**config.mk**
```make
export PLATFORM = sky130hd
export DESIGN_NAME = iguana_fixture
export DESIGN_NICKNAME = d
export VERILOG_FILES = /design/src/rtl/iguana_fixture.sv
export SDC_FILE = /design/constraint.sdc
export NUM_CORES = 1
export LEC_CHECK = 0
export ABC_CLOCK_PERIOD_IN_PS = 3100
export CAP_MARGIN = 15
export CORE_MARGIN = 2
export CORE_UTILIZATION = 30
export CTS_CLUSTER_SIZE = 12
export DETAILED_ROUTE_END_ITERATION = 8
export PLACE_DENSITY = 0.57
export SETUP_SLACK_MARGIN = 0.05
export SYNTH_ARGS = -nofsm -noshare
export SYNTH_HDL_FRONTEND = slang
export SYNTH_SLANG_ARGS = --single-unit
```
**constraint.sdc**
```tcl
create_clock -name clk_i -period 3.1 [get_ports clk_i]
set_input_delay 0.62 -clock clk_i [delete_from_list [all_inputs] [get_ports clk_i]]
set_output_delay 0.62 -clock clk_i [all_outputs]
set_load 0.01 [all_outputs]
```
**src/rtl/iguana_fixture.sv**
```systemverilog
// Test fixture sequencer: chip reset, HyperRAM power-up wait, optional preload
// kick-off, then waits for the end-of-computation write or a global timeout.
module iguana_fixture #(
    parameter int unsigned RST_CYCLES     = 16,
    parameter int unsigned PWRUP_CYCLES   = 60000,
    parameter int unsigned PWRUP_ITVS     = 5,
    parameter int unsigned TIMEOUT_CYCLES = 1000000
) (
    input  logic        clk_i,
    input  logic        rst_i,
    input  logic        start_i,
    input  logic [1:0]  boot_mode_i,
    input  logic [1:0]  preload_mode_i,
    input  logic        preload_done_i,
    input  logic        eoc_valid_i,
    input  logic [31:0] eoc_data_i,
    output logic        chip_rst_o,
    output logic [1:0]  boot_mode_o,
    output logic [2:0]  preload_start_o,
    output logic        progress_o,
    output logic [2:0]  progress_idx_o,
    output logic [31:0] exit_code_o,
    output logic        done_o,
    output logic        error_o,
    output logic        timeout_o
);

    localparam int unsigned ITV_LEN = PWRUP_CYCLES / PWRUP_ITVS;
    localparam int unsigned PH_MAX  = (RST_CYCLES > PWRUP_CYCLES) ? RST_CYCLES : PWRUP_CYCLES;
    localparam int unsigned PW      = $clog2(PH_MAX + 1);
    localparam int unsigned IW      = $clog2(ITV_LEN + 1);
    localparam int unsigned CW      = $clog2(TIMEOUT_CYCLES + 1);

    localparam logic [PW-1:0] RST_LAST   = PW'(RST_CYCLES - 1);
    localparam logic [PW-1:0] PWRUP_LAST = PW'(PWRUP_CYCLES - 1);
    localparam logic [IW-1:0] ITV_LAST   = IW'(ITV_LEN - 1);
    localparam logic [CW-1:0] TO_LAST    = CW'(TIMEOUT_CYCLES - 1);
    localparam logic [2:0]    ITVS_MAX   = 3'(PWRUP_ITVS);

    typedef enum logic [2:0] {
        S_IDLE,
        S_CHIPRST,
        S_PWRUP,
        S_PRELOAD,
        S_WAITLD,
        S_WAITEOC,
        S_DONE,
        S_ERROR
    } state_t;

    state_t        state;
    logic [1:0]    preload_mode;
    logic [PW-1:0] ph_cnt;
    logic [IW-1:0] itv_cnt;
    logic [CW-1:0] cyc_cnt;
    logic          run_active;

    // The run clock only ticks between start and a terminal state.
    assign run_active = (state != S_IDLE) && (state != S_DONE) && (state != S_ERROR);

    // NOTE: all state lives in one clocked block with non-blocking assignments,
    // so every branch below reads the values from before this edge.
    always_ff @(posedge clk_i) begin
        if (rst_i) begin
            state           <= S_IDLE;
            preload_mode    <= 2'd0;
            ph_cnt          <= '0;
            itv_cnt         <= '0;
            cyc_cnt         <= '0;
            chip_rst_o      <= 1'b1;
            boot_mode_o     <= 2'd0;
            preload_start_o <= 3'b000;
            progress_o      <= 1'b0;
            progress_idx_o  <= 3'd0;
            exit_code_o     <= 32'd0;
            done_o          <= 1'b0;
            error_o         <= 1'b0;
            timeout_o       <= 1'b0;
        end else begin
            progress_o      <= 1'b0;
            preload_start_o <= 3'b000;

            if (run_active && cyc_cnt == TO_LAST) begin
                // Timeout wins over anything else happening on this edge.
                timeout_o <= 1'b1;
                error_o   <= 1'b1;
                state     <= S_ERROR;
            end else begin
                case (state)
                    S_IDLE: begin
                        if (start_i) begin
                            boot_mode_o    <= boot_mode_i;
                            preload_mode   <= preload_mode_i;
                            ph_cnt         <= '0;
                            itv_cnt        <= '0;
                            cyc_cnt        <= '0;
                            chip_rst_o     <= 1'b1;
                            progress_idx_o <= 3'd0;
                            exit_code_o    <= 32'd0;
                            done_o         <= 1'b0;
                            error_o        <= 1'b0;
                            timeout_o      <= 1'b0;
                            state          <= S_CHIPRST;
                        end
                    end

                    S_CHIPRST: begin
                        if (ph_cnt == RST_LAST) begin
                            ph_cnt     <= '0;
                            itv_cnt    <= '0;
                            chip_rst_o <= 1'b0;
                            state      <= S_PWRUP;
                        end else begin
                            ph_cnt <= ph_cnt + PW'(1);
                        end
                    end

                    S_PWRUP: begin
                        ph_cnt <= ph_cnt + PW'(1);
                        if (itv_cnt == ITV_LAST) begin
                            itv_cnt <= '0;
                            if (progress_idx_o < ITVS_MAX) begin
                                progress_o     <= 1'b1;
                                progress_idx_o <= progress_idx_o + 3'd1;
                            end
                        end else begin
                            itv_cnt <= itv_cnt + IW'(1);
                        end

                        if (ph_cnt == PWRUP_LAST) begin
                            case (boot_mode_o)
                                2'd0: begin
                                    if (preload_mode == 2'd3) begin
                                        error_o <= 1'b1;
                                        state   <= S_ERROR;
                                    end else begin
                                        preload_start_o <= 3'b001 << preload_mode;
                                        state           <= S_PRELOAD;
                                    end
                                end
                                2'd1: begin
                                    error_o <= 1'b1;
                                    state   <= S_ERROR;
                                end
                                default: state <= S_WAITEOC;
                            endcase
                        end
                    end

                    S_PRELOAD: state <= S_WAITLD;

                    S_WAITLD: begin
                        if (preload_done_i) begin
                            state <= S_WAITEOC;
                        end
                    end

                    S_WAITEOC: begin
                        if (eoc_valid_i && eoc_data_i[0]) begin
                            exit_code_o <= {1'b0, eoc_data_i[31:1]};
                            done_o      <= 1'b1;
                            state       <= S_DONE;
                        end
                    end

                    S_DONE:  state <= S_DONE;
                    S_ERROR: state <= S_ERROR;
                    default: state <= S_IDLE;
                endcase
            end

            if (run_active) begin
                cyc_cnt <= cyc_cnt + CW'(1);
            end
        end
    end

endmodule

```
==> results of run 1 <==
state kept, by name (all words and copies together) (netlist names):
signal and flops:
progress_o 1, cyc_cnt 20, chip_rst_o 1, boot_mode_o 2, ph_cnt 16, itv_cnt 14
preload_mode 2, state 3, timeout_o 1, error_o 1, done_o 1, exit_code_o 31
progress_idx_o 3, preload_start_o 3
routing by layer:
metal | wire length [um] | GRT usage [%] | vias up | share of wire, %
met3 | 815 | 4.341 | 15 | 6.7
met1 | 5991 | 21.30 | 2096 | 49
met5 | 0 | 0 | - | 0
li1 | - | - | 2193 | -
met4 | 172 | 5.236 | 0 | 1.4
met2 | 5263 | 23.06 | 132 | 43
report_power, final:
part	leakage, nW	switching (mW)	internal, mW	total (mW)
Combinational	1.03	0.650	0.335	0.985
Clock	0.149	0.529	0.637	1.17
Sequential	0.799	0.0650	1.34	1.40
cell usage in the layout, fill, tap and decap left out, types with 5 or more instances in the layout:
cell type        instances
o211ai_1                11
or3_1                   11
o31ai_1                 10
and3_1                  10
nor2_1                  72
buf_4                   15
xor2_1                  10
clkbuf_16                9
and4_1                   5
o21ai_0                 20
or4_1                   13
a22oi_1                 32
a31oi_1                  5
nand2_1                 36
dfxtp_1                 99
nand3_1                 24
a31o_2                   5
inv_1                   10
a21oi_1                 41
nand4_1                 15
nor3_1                  13
nor4_1                   7
clkdlybuf4s50_1         83
worst max-delay path, cell delays in order (launching register included):
cell and delay, ns:
dfxtp_1 0.39, ha_1 0.22, or4bb_1 0.56, nor4_2 0.48, o21ai_0 0.26, or4_1 0.51
o311a_1 0.14
area by class of cell:
cell class / instances / area [um2] / share of cell area, %
sequential: 99 / 1982 / 33.40
timing repair buffer: 99 / 948.4 / 15.98
tap: 188 / 235.2 / 3.965
clock buffer: 10 / 229.0 / 3.859
inverter: 10 / 37.54 / 0.6326
clock inverter: 6 / 72.57 / 1.223
multi-input combinational: 401 / 2429 / 40.93
Yosys cell counts (all sizes together) (13+ instances only):
| cell type | number |
|---|---|
| dfxtp | 99 |
| nand4 | 15 |
| a22oi | 32 |
| or4 | 14 |
| buf | 15 |
| o21ai | 21 |
| a21oi | 42 |
| clkbuf | 22 |
| nand3 | 24 |
| nor3 | 13 |
| nand2 | 36 |
| nor2 | 72 |
timing repair:
action / CTS / global route
setup endpoints to repair: 0 / 1
hold buffers: 0 / 0
endpoints found under the hold margin: 0 / 0
buffers inserted: 0 / 0
gates resized for setup: 0 / 1
logic make-up (layout without fill, tap and decap cells):
group           Yosys count  in the layout  synth area share, %
compound gates          149            149                21.83
xor+xnor                 11             11                2.093
fa+ha+maj                 4              4                1.087
buf+inv                  47            125                4.403
flops                    99             99                43.06
mux                       3              3               0.7067
other cells               1              1              0.08147
simple gates            233            233                26.75
metrics by stage:
step           setup WS [ns]  utilization, %  cell area (um2)
6_report              0.4228           39.32             5933
2_1_floorplan         0.7859               -             4603
4_1_cts               0.2751           39.28             5927
5_1_grt               0.3252           39.32             5933
3_3_place_gp          0.3030           37.28             5625
3_5_place_dp          0.3283           37.28             5625
worst max-delay path by stage:
stage                        endpoint  cells past startpoint  slack, ns  startpoint
after CTS                    state[0]                      6       0.28   ph_cnt[0]
after global routing      itv_cnt[12]                      7       0.33   ph_cnt[0]
after floorplan              state[0]                      6       0.79   ph_cnt[0]
final                        state[0]                      6       0.42   ph_cnt[0]
after detailed placement     state[0]                      6       0.33   ph_cnt[0]
after global placement       state[0]                      6       0.30   ph_cnt[0]
==> impl_results.md, run 1 <==
* HP Start: error_o
* Share of cells above drive strength 1 at 8.000%
* Ranking of synthesized cells by area: dfxtp_1, nor2_1, a22oi_1, a21oi_1, nand2_1
* Inst Count DP at 797
* Seq/Total Area, Yosys at 43.06%
* Number of synthesis warnings at 0
* Clock tree sinks at 99
* Power per cell area at 599.0 mW/mm2
* Top achievable clock speed at 373.5 MHz
* CTS H-tree lvls at 3
* Grt total ovfl at 0
* Relative slew slack at 29.70%
* Synth top area share at 43.06%
* Area grow syn2layout at 28.89%
* Worst-Margin Slew at 1.054 ns
* # rows at 45
* Core Area at 0.01509 mm2
* Vias in the first global route at 4081
* First-pass GRT wire length at 20520 um
* Hold Crit Class: register to register
* Crit. End Element: register
* Hold Crit Depth at 2
* Worst hold slack at 0.4689 ns
* Cell count of the worst reg-to-reg path at 6
* Worst setup SP type: register
* Io pins at 86
* Max Cap Violations at 0
* Via density at 5.456
* Leakage at 1.977 nW
* GP Congestion at 0.8611
* DRC at 0
* Die width at 127.9 um
* Die H at 127.9 um
* # diodes at 0
* Post-Syn Area at 0.004603 mm2
* Power, Total at 3.554 mW
* Worst Skew at 0.01101 ns
* Asr flop ratio synth at 0%
* Post-Syn Instances at 547
* Largest net degree at the start of global routing at 67
* CTS buffer count at 9
* Net count, final at 665
* WL final at 12240 um
* CP required at 3.34 ns
* Status: finished clean
* Buffers on Ports at 84
* Number of synthesized register bits at 99
* Leading area contributor after synthesis: dfxtp_1
* CP max FO at 4
* Period utilization at 86.36%
* Avg Cell Area, Syn at 8.415 um2
* Total negative slack at 0 ns
* WHS Endpoint: error_o
* TritonCTS clock tree: yes
* Clk slew on worst S/H paths at 0.07 ns
* Final setup viols at 0
* Synth Flop Type: dfxtp_1
* Initial drt markers at 317
* R2r startpoint: ph_cnt[0]
* Min Clock Period, post-route at 2.677 ns
* Pins over their slew limit at 0
* Antenna-violating nets left at 0
* Clock Path Buffers at 2
* Initial antenna violation count at 0
* Reg2reg setup slack at 0.42 ns
* Via count at 4436
* RR Endpoint: state[0]
* CTS root buf: clkbuf_16
* Final hold vios at 0
* Setup CP Type: register to register
* Post-synth EDFFs at 0
* Latest clock arrival within the worst-skew pair at 0.35 ns
* WL/cell at 15.06 um
* Syn nets at 592
* Total GRT Usage at 15.41%
* Starting Density at 30.51%
* Cell Count, Final, Fillers Out at 813
* Die ar. at 0.01635 mm2
* VDD IR max at 0.3884 mV
* Post-synthesis cell type count at 61
* First-pass detailed-route iteration total at 5
* DP Wirelength at 8487 um
* Fillers at 1500
* Arrival @ worst endpoint at 2.92 ns
* RSZ-0062 raised after global routing: no
(Power assumes the default switching activity.)
==> run 2: changes to the inputs <==
--- a/config.mk
+++ b/config.mk
@@ -6,11 +6,12 @@
 export NUM_CORES = 1
 export LEC_CHECK = 0
 export ABC_CLOCK_PERIOD_IN_PS = 3100
-export CAP_MARGIN = 15
+export CAP_MARGIN = 5
 export CORE_MARGIN = 2
 export CORE_UTILIZATION = 30
 export CTS_CLUSTER_SIZE = 12
 export DETAILED_ROUTE_END_ITERATION = 8
+export HOLD_SLACK_MARGIN = 0.1
 export PLACE_DENSITY = 0.57
 export SETUP_SLACK_MARGIN = 0.05
 export SYNTH_ARGS = -nofsm -noshare
==> results of run 2 <==
The final DEF is identical to that of run 1; final timing and power are the same.
==> run 3: changes to the inputs <==
--- a/config.mk
+++ b/config.mk
@@ -14,6 +14,7 @@
 export HOLD_SLACK_MARGIN = 0.1
 export PLACE_DENSITY = 0.57
 export SETUP_SLACK_MARGIN = 0.05
+export SKIP_LAST_GASP = 1
 export SYNTH_ARGS = -nofsm -noshare
 export SYNTH_HDL_FRONTEND = slang
 export SYNTH_SLANG_ARGS = --single-unit
==> results of run 3 <==
The final DEF is identical to that of run 1; final timing and power are the same.
